<file path="src/rtl/instr_mem_loader_pkg.sv">
// Shared types and sizing for the instruction-memory byte loader.
package instr_mem_loader_pkg;

    localparam int unsigned MEM_BYTES  = 256;
    localparam int unsigned ADDR_W     = 8;
    localparam int unsigned WORD_BYTES = 4;

    typedef enum logic [1:0] {
        StIdle,
        StLoad,
        StFlush,
        StDone
    } state_e;

endpackage

</file>
<file path="src/rtl/instr_mem_loader_if.sv">
// Byte-stream input and byte write port of the loader, grouped as one bundle.
interface instr_mem_loader_if
    import instr_mem_loader_pkg::*;
#(
    parameter int unsigned AddrW = ADDR_W
) ();

    logic             byte_valid;
    logic [7:0]       byte_data;
    logic             byte_ready;
    logic             mem_we;
    logic [AddrW-1:0] mem_addr;
    logic [7:0]       mem_wdata;

    // master: the loader itself; slave: byte source plus instruction memory side
    modport master (
        input  byte_valid, byte_data,
        output byte_ready, mem_we, mem_addr, mem_wdata
    );

    modport slave (
        output byte_valid, byte_data,
        input  byte_ready, mem_we, mem_addr, mem_wdata
    );

endinterface

</file>
<file path="src/rtl/byte_word_packer.sv">
// Packs a byte stream into big-endian 32-bit words; flags every 4th byte.
module byte_word_packer
    import instr_mem_loader_pkg::*;
(
    input  logic        clk_i,
    input  logic        rst_ni,
    input  logic        clr_i,
    input  logic        in_valid_i,
    input  logic [7:0]  in_byte_i,
    output logic        word_valid_o,
    output logic [31:0] word_o
);

    logic [23:0] shift_q, shift_d;
    logic [1:0]  phase_q, phase_d;

    always_comb begin
        shift_d = shift_q;
        phase_d = phase_q;
        if (clr_i) begin
            shift_d = '0;
            phase_d = '0;
        end else if (in_valid_i) begin
            shift_d = {shift_q[15:0], in_byte_i};
            phase_d = phase_q + 2'd1;
        end
    end

    // Word is complete in the same cycle the 4th byte is presented.
    assign word_o       = {shift_q, in_byte_i};
    assign word_valid_o = in_valid_i && (phase_q == 2'(WORD_BYTES - 1));

    always_ff @(posedge clk_i or negedge rst_ni) begin
        if (!rst_ni) begin
            shift_q <= '0;
            phase_q <= '0;
        end else begin
            shift_q <= shift_d;
            phase_q <= phase_d;
        end
    end

endmodule

</file>
<file path="src/rtl/instr_mem_loader.sv">
// Converts a byte stream into sequential byte writes to the instruction store,
// stalling the CPU during the load and accumulating a word-level XOR checksum.
module instr_mem_loader
    import instr_mem_loader_pkg::*;
#(
    parameter int unsigned MemBytes = MEM_BYTES,
    parameter int unsigned AddrW    = ADDR_W
) (
    input  logic                 clk_i,
    input  logic                 rst_ni,
    input  logic                 start_i,
    input  logic [AddrW-1:0]     base_addr_i,
    input  logic [AddrW-2:0]     len_words_i,
    input  logic                 abort_i,
    instr_mem_loader_if.master   bus,
    output logic                 cpu_hold_o,
    output logic                 busy_o,
    output logic                 done_o,
    output logic                 error_o,
    output logic [31:0]          checksum_o
);

    localparam logic [AddrW-2:0] MaxWords = (AddrW-1)'(MemBytes / WORD_BYTES);

    state_e           state_q, state_d;
    logic [AddrW:0]   cnt_q, cnt_d;
    logic [AddrW-1:0] addr_q, addr_d;
    logic             we_q, we_d;
    logic [AddrW-1:0] waddr_q, waddr_d;
    logic [7:0]       wdata_q, wdata_d;
    logic             error_q, error_d;
    logic [31:0]      checksum_q, checksum_d;
    logic             hs, start_ok, pack_clr, word_valid;
    logic [31:0]      word;

    // Abort masks ready so no byte is taken in the cycle the load is cancelled.
    assign bus.byte_ready = (state_q == StLoad) && !abort_i;
    assign hs             = bus.byte_valid && bus.byte_ready;
    assign start_ok       = (base_addr_i[1:0] == 2'b00) && (len_words_i != '0) &&
                            (len_words_i <= MaxWords);

    byte_word_packer u_packer (
        .clk_i        (clk_i),
        .rst_ni       (rst_ni),
        .clr_i        (pack_clr),
        .in_valid_i   (hs),
        .in_byte_i    (bus.byte_data),
        .word_valid_o (word_valid),
        .word_o       (word)
    );

    always_comb begin
        state_d    = state_q;
        cnt_d      = cnt_q;
        addr_d     = addr_q;
        we_d       = hs;
        waddr_d    = waddr_q;
        wdata_d    = wdata_q;
        error_d    = error_q;
        checksum_d = checksum_q;
        pack_clr   = 1'b0;

        if (hs) begin
            waddr_d = addr_q;
            wdata_d = bus.byte_data;
        end
        if (word_valid) begin
            checksum_d = checksum_q ^ word;
        end

        unique case (state_q)
            StIdle, StDone: begin
                if (start_i) begin
                    if (start_ok) begin
                        state_d    = StLoad;
                        error_d    = 1'b0;
                        checksum_d = '0;
                        cnt_d      = {len_words_i, 2'b00};
                        addr_d     = base_addr_i;
                        pack_clr   = 1'b1;
                    end else begin
                        error_d = 1'b1;
                    end
                end
            end
            StLoad: begin
                if (abort_i) begin
                    state_d = StIdle;
                end else if (hs) begin
                    addr_d = addr_q + AddrW'(1);
                    cnt_d  = cnt_q - (AddrW+1)'(1);
                    if (cnt_q == (AddrW+1)'(1)) begin
                        state_d = StFlush;
                    end
                end
            end
            StFlush: state_d = abort_i ? StIdle : StDone;
            default: state_d = StIdle;
        endcase
    end

    always_ff @(posedge clk_i or negedge rst_ni) begin
        if (!rst_ni) begin
            state_q    <= StIdle;
            cnt_q      <= '0;
            addr_q     <= '0;
            we_q       <= 1'b0;
            waddr_q    <= '0;
            wdata_q    <= '0;
            error_q    <= 1'b0;
            checksum_q <= '0;
        end else begin
            state_q    <= state_d;
            cnt_q      <= cnt_d;
            addr_q     <= addr_d;
            we_q       <= we_d;
            waddr_q    <= waddr_d;
            wdata_q    <= wdata_d;
            error_q    <= error_d;
            checksum_q <= checksum_d;
        end
    end

    assign bus.mem_we    = we_q;
    assign bus.mem_addr  = waddr_q;
    assign bus.mem_wdata = wdata_q;
    assign busy_o        = (state_q == StLoad) || (state_q == StFlush);
    assign cpu_hold_o    = busy_o;
    assign done_o        = (state_q == StDone);
    assign error_o       = error_q;
    assign checksum_o    = checksum_q;

endmodule

</file>
<file path="src/flat_wrapper.sv">
// flat-port wrapper written by rule: the top's interface ports become plain ports
module instr_mem_loader_flat import instr_mem_loader_pkg::*;
#(
    parameter int unsigned MemBytes = MEM_BYTES,
    parameter int unsigned AddrW    = ADDR_W
)
  (clk_i, rst_ni, start_i, base_addr_i, len_words_i, abort_i, cpu_hold_o, busy_o, done_o, error_o, checksum_o, bus_byte_valid, bus_byte_data, bus_byte_ready, bus_mem_we, bus_mem_addr, bus_mem_wdata);
  instr_mem_loader_if #(.AddrW(AddrW)) bus_i ();
  input  logic clk_i;
  input  logic rst_ni;
  input  logic start_i;
  input  logic [AddrW-1:0] base_addr_i;
  input  logic [AddrW-2:0] len_words_i;
  input  logic abort_i;
  output logic cpu_hold_o;
  output logic busy_o;
  output logic done_o;
  output logic error_o;
  output logic [31:0] checksum_o;
  input wire logic [$bits(bus_i.byte_valid)-1:0] bus_byte_valid;
  input wire logic [$bits(bus_i.byte_data)-1:0] bus_byte_data;
  output wire logic [$bits(bus_i.byte_ready)-1:0] bus_byte_ready;
  output wire logic [$bits(bus_i.mem_we)-1:0] bus_mem_we;
  output wire logic [$bits(bus_i.mem_addr)-1:0] bus_mem_addr;
  output wire logic [$bits(bus_i.mem_wdata)-1:0] bus_mem_wdata;
  assign bus_i.byte_valid = bus_byte_valid;
  assign bus_i.byte_data = bus_byte_data;
  assign bus_byte_ready = bus_i.byte_ready;
  assign bus_mem_we = bus_i.mem_we;
  assign bus_mem_addr = bus_i.mem_addr;
  assign bus_mem_wdata = bus_i.mem_wdata;
  instr_mem_loader #(.MemBytes(MemBytes), .AddrW(AddrW)) u_core (.clk_i(clk_i), .rst_ni(rst_ni), .start_i(start_i), .base_addr_i(base_addr_i), .len_words_i(len_words_i), .abort_i(abort_i), .bus(bus_i), .cpu_hold_o(cpu_hold_o), .busy_o(busy_o), .done_o(done_o), .error_o(error_o), .checksum_o(checksum_o));
endmodule
</file>
<file path="config.mk">
export PLATFORM = sky130hd
export DESIGN_NAME = instr_mem_loader_flat
export DESIGN_NICKNAME = d
export VERILOG_FILES = /design/src/rtl/instr_mem_loader_pkg.sv /design/src/rtl/instr_mem_loader_if.sv /design/src/rtl/byte_word_packer.sv /design/src/rtl/instr_mem_loader.sv /design/src/flat_wrapper.sv
export SDC_FILE = /design/constraint.sdc
export NUM_CORES = 1
export LEC_CHECK = 0
export CORE_MARGIN = 3
export CORE_UTILIZATION = 45
export DETAILED_ROUTE_END_ITERATION = 10
export HOLD_SLACK_MARGIN = 0.1
export MAX_ROUTING_LAYER = met4
export PLACE_DENSITY = 0.72
export SYNTH_ARGS = -nofsm -noshare
export SYNTH_HDL_FRONTEND = slang
export SYNTH_HIERARCHICAL = 1
export SYNTH_SLANG_ARGS = --single-unit
</file>
<file path="constraint.sdc">
create_clock -name clk_i -period 3 [get_ports clk_i]
set_input_delay 0.3 -clock clk_i [delete_from_list [all_inputs] [get_ports clk_i]]
set_output_delay 0.3 -clock clk_i [all_outputs]
set_load 0.005 [all_outputs]
</file>
## Yosys cells after proc, flatten, opt, wreduce, memory -nomap -nowiden

Index checks and enable logic that the tools add are counted.

- Add/subtract/negate cells: 3
- Magnitude comparators: 1
- Equality and inequality tests: 11
- Mux-type cells: 29
- Bitwise gates (word level): 1
- Reduce and logical (&&, ||, !) cells: 16

Operators by type and width:

| kind | count |
|---|---|
| 32-bit 2-to-1 mux | 4 |
| 24-bit 2-to-1 mux | 2 |
| 9-bit 2-to-1 mux | 4 |
| 8-bit 2-to-1 mux | 4 |
| 32-bit bitwise XOR | 1 |
| 9-bit case mux with 2 select lines | 1 |
| 2-bit 2-to-1 mux | 8 |
| 8-bit case mux with 2 select lines | 1 |
| 9-bit by 1-bit equality test with 1-bit output (second input constant) | 1 |
| 9-bit by 1-bit subtractor with 9-bit output (second input constant) | 1 |
| 8-bit by 1-bit adder with 8-bit output (second input constant) | 1 |
| 7-bit <= comparator (second input constant) | 1 |
| 7-bit nonzero test | 1 |
| 2-bit equality test (second input constant) | 3 |
| 2-bit inequality test (second input constant) | 3 |
| 3-bit inequality test (second input constant) | 2 |
| 2-bit case mux with 3 select lines | 1 |
| 1-bit logical AND | 5 |
| 5-bit AND reduction | 1 |
| 2-bit zero test | 2 |
| 1-bit 2-to-1 mux | 4 |
| 4-bit AND reduction | 1 |
| 2-bit nonzero test | 2 |
| 2-bit by 1-bit adder with 2-bit output (second input constant) | 1 |
| other kinds (6) | 6 |

- Flip-flop bits (word level): 95

## Logic depth before layout (Yosys ltp)

- Word-level depth: 8
- Mapped depth: 13

## Modules after synthesis

The synthesis kept the hierarchy.

Modules (own cells, without submodules):

| module | times used | cells an instance | area an instance (µm²) |
|---|---|---|---|
| instr_mem_loader | 1 | 366 | 3,369.5 |
| byte_word_packer | 1 | 94 | 1,153.6 |

## Least setup slack after synthesis

OpenSTA, ideal clock, no wires.

- Path kind: reg2reg
- From: register u_core.state_q[1]
- To: register u_core.checksum_q[10] (netlist: u_core/checksum_o[10])
- Setup time: 121 ps
- Arrival: 2,376 ps
- Required time: 2,879 ps
- Slack: 503 ps
- Cell stages (with the launch flop): 14
- Cell sequence: dfrtp_1 -> inv_1 -> ha_1 -> nand3b_1 -> buf_2 -> clkinv_1 -> buf_1 -> buf_6 -> buf_12 -> and2_1 -> clkbuf_1 -> nand2_1 -> xor2_1 -> nor2_1

- Longest elaborated chain between the ends: 8
- Elaborated cells between the ends (all ways): 11
- Those cells by class: eq/ne: 2; mux: 4; reduce/logical: 5

RTL lines:

| what | RTL line | text |
|---|---|---|
| from (decl) | instr_mem_loader.sv:25 | `state_e state_q, state_d;` |
| from (signal assigned) | instr_mem_loader.sv:104 | `state_q <= StIdle;` |
| from (signal assigned) | instr_mem_loader.sv:113 | `state_q <= state_d;` |
| 2-bit by 1-bit equality test with 1-bit output (*) | instr_mem_loader.sv:37 | `assign bus.byte_ready = (state_q == StLoad) && !abort_i;` |
| 1-bit logical AND (*) | instr_mem_loader.sv:37 |  |
| 1-bit logical AND (*) | instr_mem_loader.sv:38 | `assign hs = bus.byte_valid && bus.byte_ready;` |
| via u_core.hs | instr_mem_loader.sv:33 | `logic hs, start_ok, pack_clr, word_valid;` |
| 1-bit logical AND (*) | byte_word_packer.sv:31 | `assign word_valid_o = in_valid_i && (phase_q == 2'(WORD_BYTES - 1));` |
| via u_core.word_valid | instr_mem_loader.sv:33 |  |
| 32-bit 2-to-1 mux (*) | instr_mem_loader.sv:67 | `if (word_valid) begin` |
| 32-bit 2-to-1 mux | instr_mem_loader.sv:74 | `if (start_ok) begin` |
| 32-bit 2-to-1 mux | instr_mem_loader.sv:73 | `if (start_i) begin` |
| 32-bit 2-to-1 mux (*) | instr_mem_loader.sv:71 | `unique case (state_q)` |
| via u_core.checksum_d[10] | instr_mem_loader.sv:32 | `logic [31:0] checksum_q, checksum_d;` |
| to (signal assigned) | instr_mem_loader.sv:120 | `checksum_q <= checksum_d;` |
| to (decl) | instr_mem_loader.sv:32 |  |

The timed path passes the listed nets; every way through them passes the cells marked *.
A chain may end at the register's enable or synchronous reset.

## Worst setup path after layout

- From: register u_core.state_q[1]
- To: output port bus_byte_ready

- Longest elaborated chain between the ends: 2

RTL lines:

| what | RTL line | text |
|---|---|---|
| 2-bit by 1-bit equality test with 1-bit output | instr_mem_loader.sv:37 |  |
| 1-bit logical AND | instr_mem_loader.sv:37 |  |
| to (decl) | flat_wrapper.sv:22 | `output wire logic [$bits(bus_i.byte_ready)-1:0] bus_byte_ready;` |

No other way between the ends.

==> results.md <==
- The average cell area after synthesis is 9.833 um2.
- The count of pins over their slew limit is 0.
- TritonCTS built the clock tree.
- At the end of routability-driven placement, the weighted congestion stood at around 0.84.
- The power density over the cells is just under 900 nW/um2.
- The critical path is of the flip-flop to output pin type.
- The worst pin sits at a relative slew slack of 0.5532.
- The area growth from synthesis to layout is 22.46%.
- Entering global routing, the biggest net connects 60 pins.
- The number of enable-type register cells in the synthesized netlist is 0.
- The number of buffer cells added on primary ports is 81.
- After detailed routing, the total wire length is just under 10 mm.
- The detailed-route wire length per cell is around 15 um.
- In this run the core area contains 35 standard-cell rows.
- The floorplan step defined a die boundary enclosing about 11000 um2.
- Once detail routing completed, the nets flagged for antenna violations numbered 0.
- The H-tree depth reported by CTS is 3.
- Counting the buffers created by CTS gives 9.
- For this run, design rule violations remaining after detail routing come to 0.
- Data arrives at the worst endpoint at 2.19 ns.
- Setup repair after global routing left no endpoint under its margin.
- The height of the die is roughly 110 um.
- The setup total negative slack is 0 ns.
- The number of nets in the synthesized netlist is between 400 and 500.
- For this configuration, the core starts out at a cell density of 0.4760.
- The count of endpoints failing hold in the final timing report is 0.
- The run finished with clean final reports.
- The die width is 106.3 um.
- The via count is 3396.
- Along the worst path, the maximum fanout reaches 30.
- The count of clock tree sinks is 95.
- The HPWL reported at the end of detailed placement is just under 7 mm.
- In this run the deepest clock path goes through 2 buffers.
- The share of the Yosys chip area taken by registers is 0.5256.
- The startpoint type of the worst setup path is a flip-flop.
- Of the cells placed in the final design, the portion with a size suffix greater than 1 is 0.06729.
- The post-CTS resize count is 0.
- The number of antenna violations at the first check in global routing was 0.
- The wire length of the first global-routing pass is between 15 and 20 mm.
- The worst setup path is captured at an output pin.
- The max-cap check violation count is 0.
- The count of state elements after synthesis is 95.
- The final cell count without fillers is 664.
- The number of antenna diodes in the final layout is 0.
- Summing every instance area after synthesis gives roughly 4500 um2.
- The share of flip-flops with an asynchronous set or reset is 1.000.
- The floorplan step defined a core boundary enclosing 9503 um2.
- The clock tree skew after final layout is 0.01065 ns.
- Dividing the final minimum period by the clock period gives 0.8316.
- For the pin with the worst max-slew slack, the measured transition is approximately 0.67 ns.
- The share of synthesized area in the top cell type comes to 0.5256.
- The vias per cell is between 5 and 6.
- Yosys printed 6 warnings.
- The leftover overflow at the end of global routing is 0.
- The number of global-route vias before repair is 3297.
- In this run, the number of DRC markers left after iteration 0 of detailed routing was approximately 110.
- 82 I/O pins were placed.
- The number of optimization iterations in the first detailed-route pass is 4.
- Ranked by total cell area, the synthesized netlist is headed by sky130_fd_sc_hd__dfrtp_1 53%, sky130_fd_sc_hd__nand2_1 8.3%, sky130_fd_sc_hd__mux2i_1 6.2%.
- sky130_fd_sc_hd__dfrtp_1 takes more of the synthesized area than any other cell.
- The instance count of the mapped netlist is between 400 and 500.
- The leakage power is 0.002519 uW.
- Setup violations remaining at the end of the flow were counted as 0.
- IR analysis of the VDD net gives a maximum drop of roughly 0.47 mV.
- The master cell of the clock root buffer is sky130_fd_sc_hd__clkbuf_8.
- At the end of the flow, the number of nets in the layout was between 500 and 600.
- The required time of the critical path is between 2 and 3 ns.
- After clock tree synthesis, the clock-pin slew on the worst setup and hold paths is 0.10 ns.
- After detailed placement, the design holds a cell count of roughly 650.
- Across every metal layer, demand over resource in global routing totals 0.1794.
- The dominant register cell in the synthesized netlist is sky130_fd_sc_hd__dfrtp_1.
- The distinct cell type count after synthesis is 51.
- The clock network latency to the later pin of the worst-skew pair is 0.36 ns.
- For the finished layout, the period the worst path requires is roughly 2.5 ns.
- The worst hold-check path type is primary input to async pin.
- Timing would allow up to approximately 0.40 GHz.
-- area by class of cell --
class | count | area [um2]
fill | 862 | 3964
sequential | 95 | 2377
multi-input combinational | 323 | 1887
timing repair buffer | 89 | 883.3
tap | 129 | 161.4
clock buffer | 9 | 123.9
clock inverter | 7 | 61.31
inverter | 12 | 45.04
-- final timing paths --
| check | end | slack, ns | start | depth (start not counted) |
|---|---|---|---|---|
| min reg2reg | u_core/bus.mem_addr[4] | 0.48 | u_core/bus.mem_addr[4] | 2 |
| max | bus_byte_ready | 0.51 | u_core/state_q[1] | 5 |
| min | u_core/checksum_o[26] | 0.48 | rst_ni | 2 |
| max reg2reg | u_core/addr_q[7] | 0.63 | u_core/state_q[0] | 7 |
| max in group asynchronous | u_core/bus.mem_addr[4] | 1.71 | rst_ni | 3 |
| min in group clk_i | u_core/bus.mem_addr[4] | 0.48 | u_core/bus.mem_addr[4] | 2 |
-- state kept, by name, summed over array words and instances, names as in the netlist --
name,cells
u_core/cnt_q,9
u_core/state_q,2
u_core/error_o,1
u_core/bus.mem_wdata,8
u_core/u_packer/shift_q,24
u_core/bus.mem_we,1
u_core/u_packer/phase_q,2
u_core/addr_q,8
u_core/bus.mem_addr,8
u_core/checksum_o,32
-- Yosys cell counts, types with 2 or more instances --
library cell                instances
sky130_fd_sc_hd__nand2_1          100
sky130_fd_sc_hd__nand2b_1           2
sky130_fd_sc_hd__dfrtp_1           95
sky130_fd_sc_hd__o22ai_1            4
sky130_fd_sc_hd__and3_1             5
sky130_fd_sc_hd__nand3b_1           2
sky130_fd_sc_hd__mux2_2             2
sky130_fd_sc_hd__and3_2             2
sky130_fd_sc_hd__buf_2              7
sky130_fd_sc_hd__buf_6              2
sky130_fd_sc_hd__o2bb2ai_1          2
sky130_fd_sc_hd__or3_1              2
sky130_fd_sc_hd__xor2_1            32
sky130_fd_sc_hd__o21ai_0           11
sky130_fd_sc_hd__buf_12             2
sky130_fd_sc_hd__nor2b_1            4
sky130_fd_sc_hd__mux2i_1           28
sky130_fd_sc_hd__a221o_1            2
sky130_fd_sc_hd__ha_1               7
sky130_fd_sc_hd__inv_1             11
sky130_fd_sc_hd__a21o_1             2
sky130_fd_sc_hd__buf_4              9
sky130_fd_sc_hd__nand4_1            3
sky130_fd_sc_hd__a21oi_1           11
sky130_fd_sc_hd__nor2_1            67
sky130_fd_sc_hd__buf_1              2
sky130_fd_sc_hd__nand3_1            9
sky130_fd_sc_hd__clkbuf_1           7
sky130_fd_sc_hd__nor3_1             6
-- critical path: stages, from the launching register on --
cell and delay (ns):
sky130_fd_sc_hd__dfrtp_1 0.42, sky130_fd_sc_hd__inv_1 0.07, sky130_fd_sc_hd__ha_1 0.22, sky130_fd_sc_hd__buf_4 0.33, sky130_fd_sc_hd__nor2b_1 0.25, sky130_fd_sc_hd__clkdlybuf4s50_1 0.55
-- kinds of logic after synthesis --
group,share of synthesized area
xor+xnor,0.06390
flops,0.5256
compound gates,0.06695
simple gates,0.2000
fa+ha+maj,0.01936
mux,0.06694
buf+inv,0.05726
-- metal layers --
layer	vias to the layer above	part of all wire	track usage
met5	-	0	-
met4	0	0.0093	0.04995
met3	9	0.057	0.04007
met2	90	0.49	0.2824
met1	1654	0.45	0.2353
li1	1643	-	-
-- cells in the final DEF (no fill, tap or decap), drive strengths merged, types with 2 or more instances in the layout --
master | netlist | layout
nand3b | 2 | 2
o31ai | 2 | 2
o21ai | 11 | 11
a21boi | 2 | 2
dfrtp | 95 | 95
ha | 7 | 7
xor2 | 32 | 32
mux2 | 2 | 2
nor3 | 7 | 7
a32oi | 2 | 2
a21oi | 11 | 11
nor2b | 4 | 4
nand2 | 100 | 100
o2bb2ai | 2 | 2
mux2i | 28 | 28
or3 | 2 | 2
buf | 23 | 8
clkbuf | 7 | 9
nand2b | 2 | 2
nand3 | 9 | 9
a221o | 2 | 2
clkdlybuf4s50 | 0 | 80
inv | 11 | 16
and3 | 7 | 7
nand4 | 3 | 3
o22ai | 4 | 4
nor2 | 68 | 68
clkinvlp | 0 | 2
a21o | 2 | 2
-- report_power, final --
part | internal (uW) | total, uW | switching, uW | leakage (uW)
registers | 1800 | 2220 | 416 | 0.00122
logic | 1000 | 1880 | 878 | 0.00121
clock network | 317 | 793 | 476 | 0.0000888
-- metrics by stage --
stage               area [um2]  utilization  worst slack, ns  power [uW]  hold slack, ns
floorplan                 4523            -           0.5027        3269        0.004409
global placement          5344       0.5623           0.5776        4057          0.3331
detailed placement        5344       0.5623           0.5148        4134          0.3389
CTS                       5539       0.5829           0.5136        4944          0.4622
global route              5539       0.5829           0.4324        5262          0.4766
finish                    5539       0.5829           0.5053        4892          0.4775
-- timing repair --
item | CTS | global route
hold buffers | 1 | 0
buffers inserted | 0 | 0
endpoints found under the hold margin | 44 | 0
endpoints found under the setup margin | 0 | 0
Note: power is estimated with default switching activity, not from simulation.
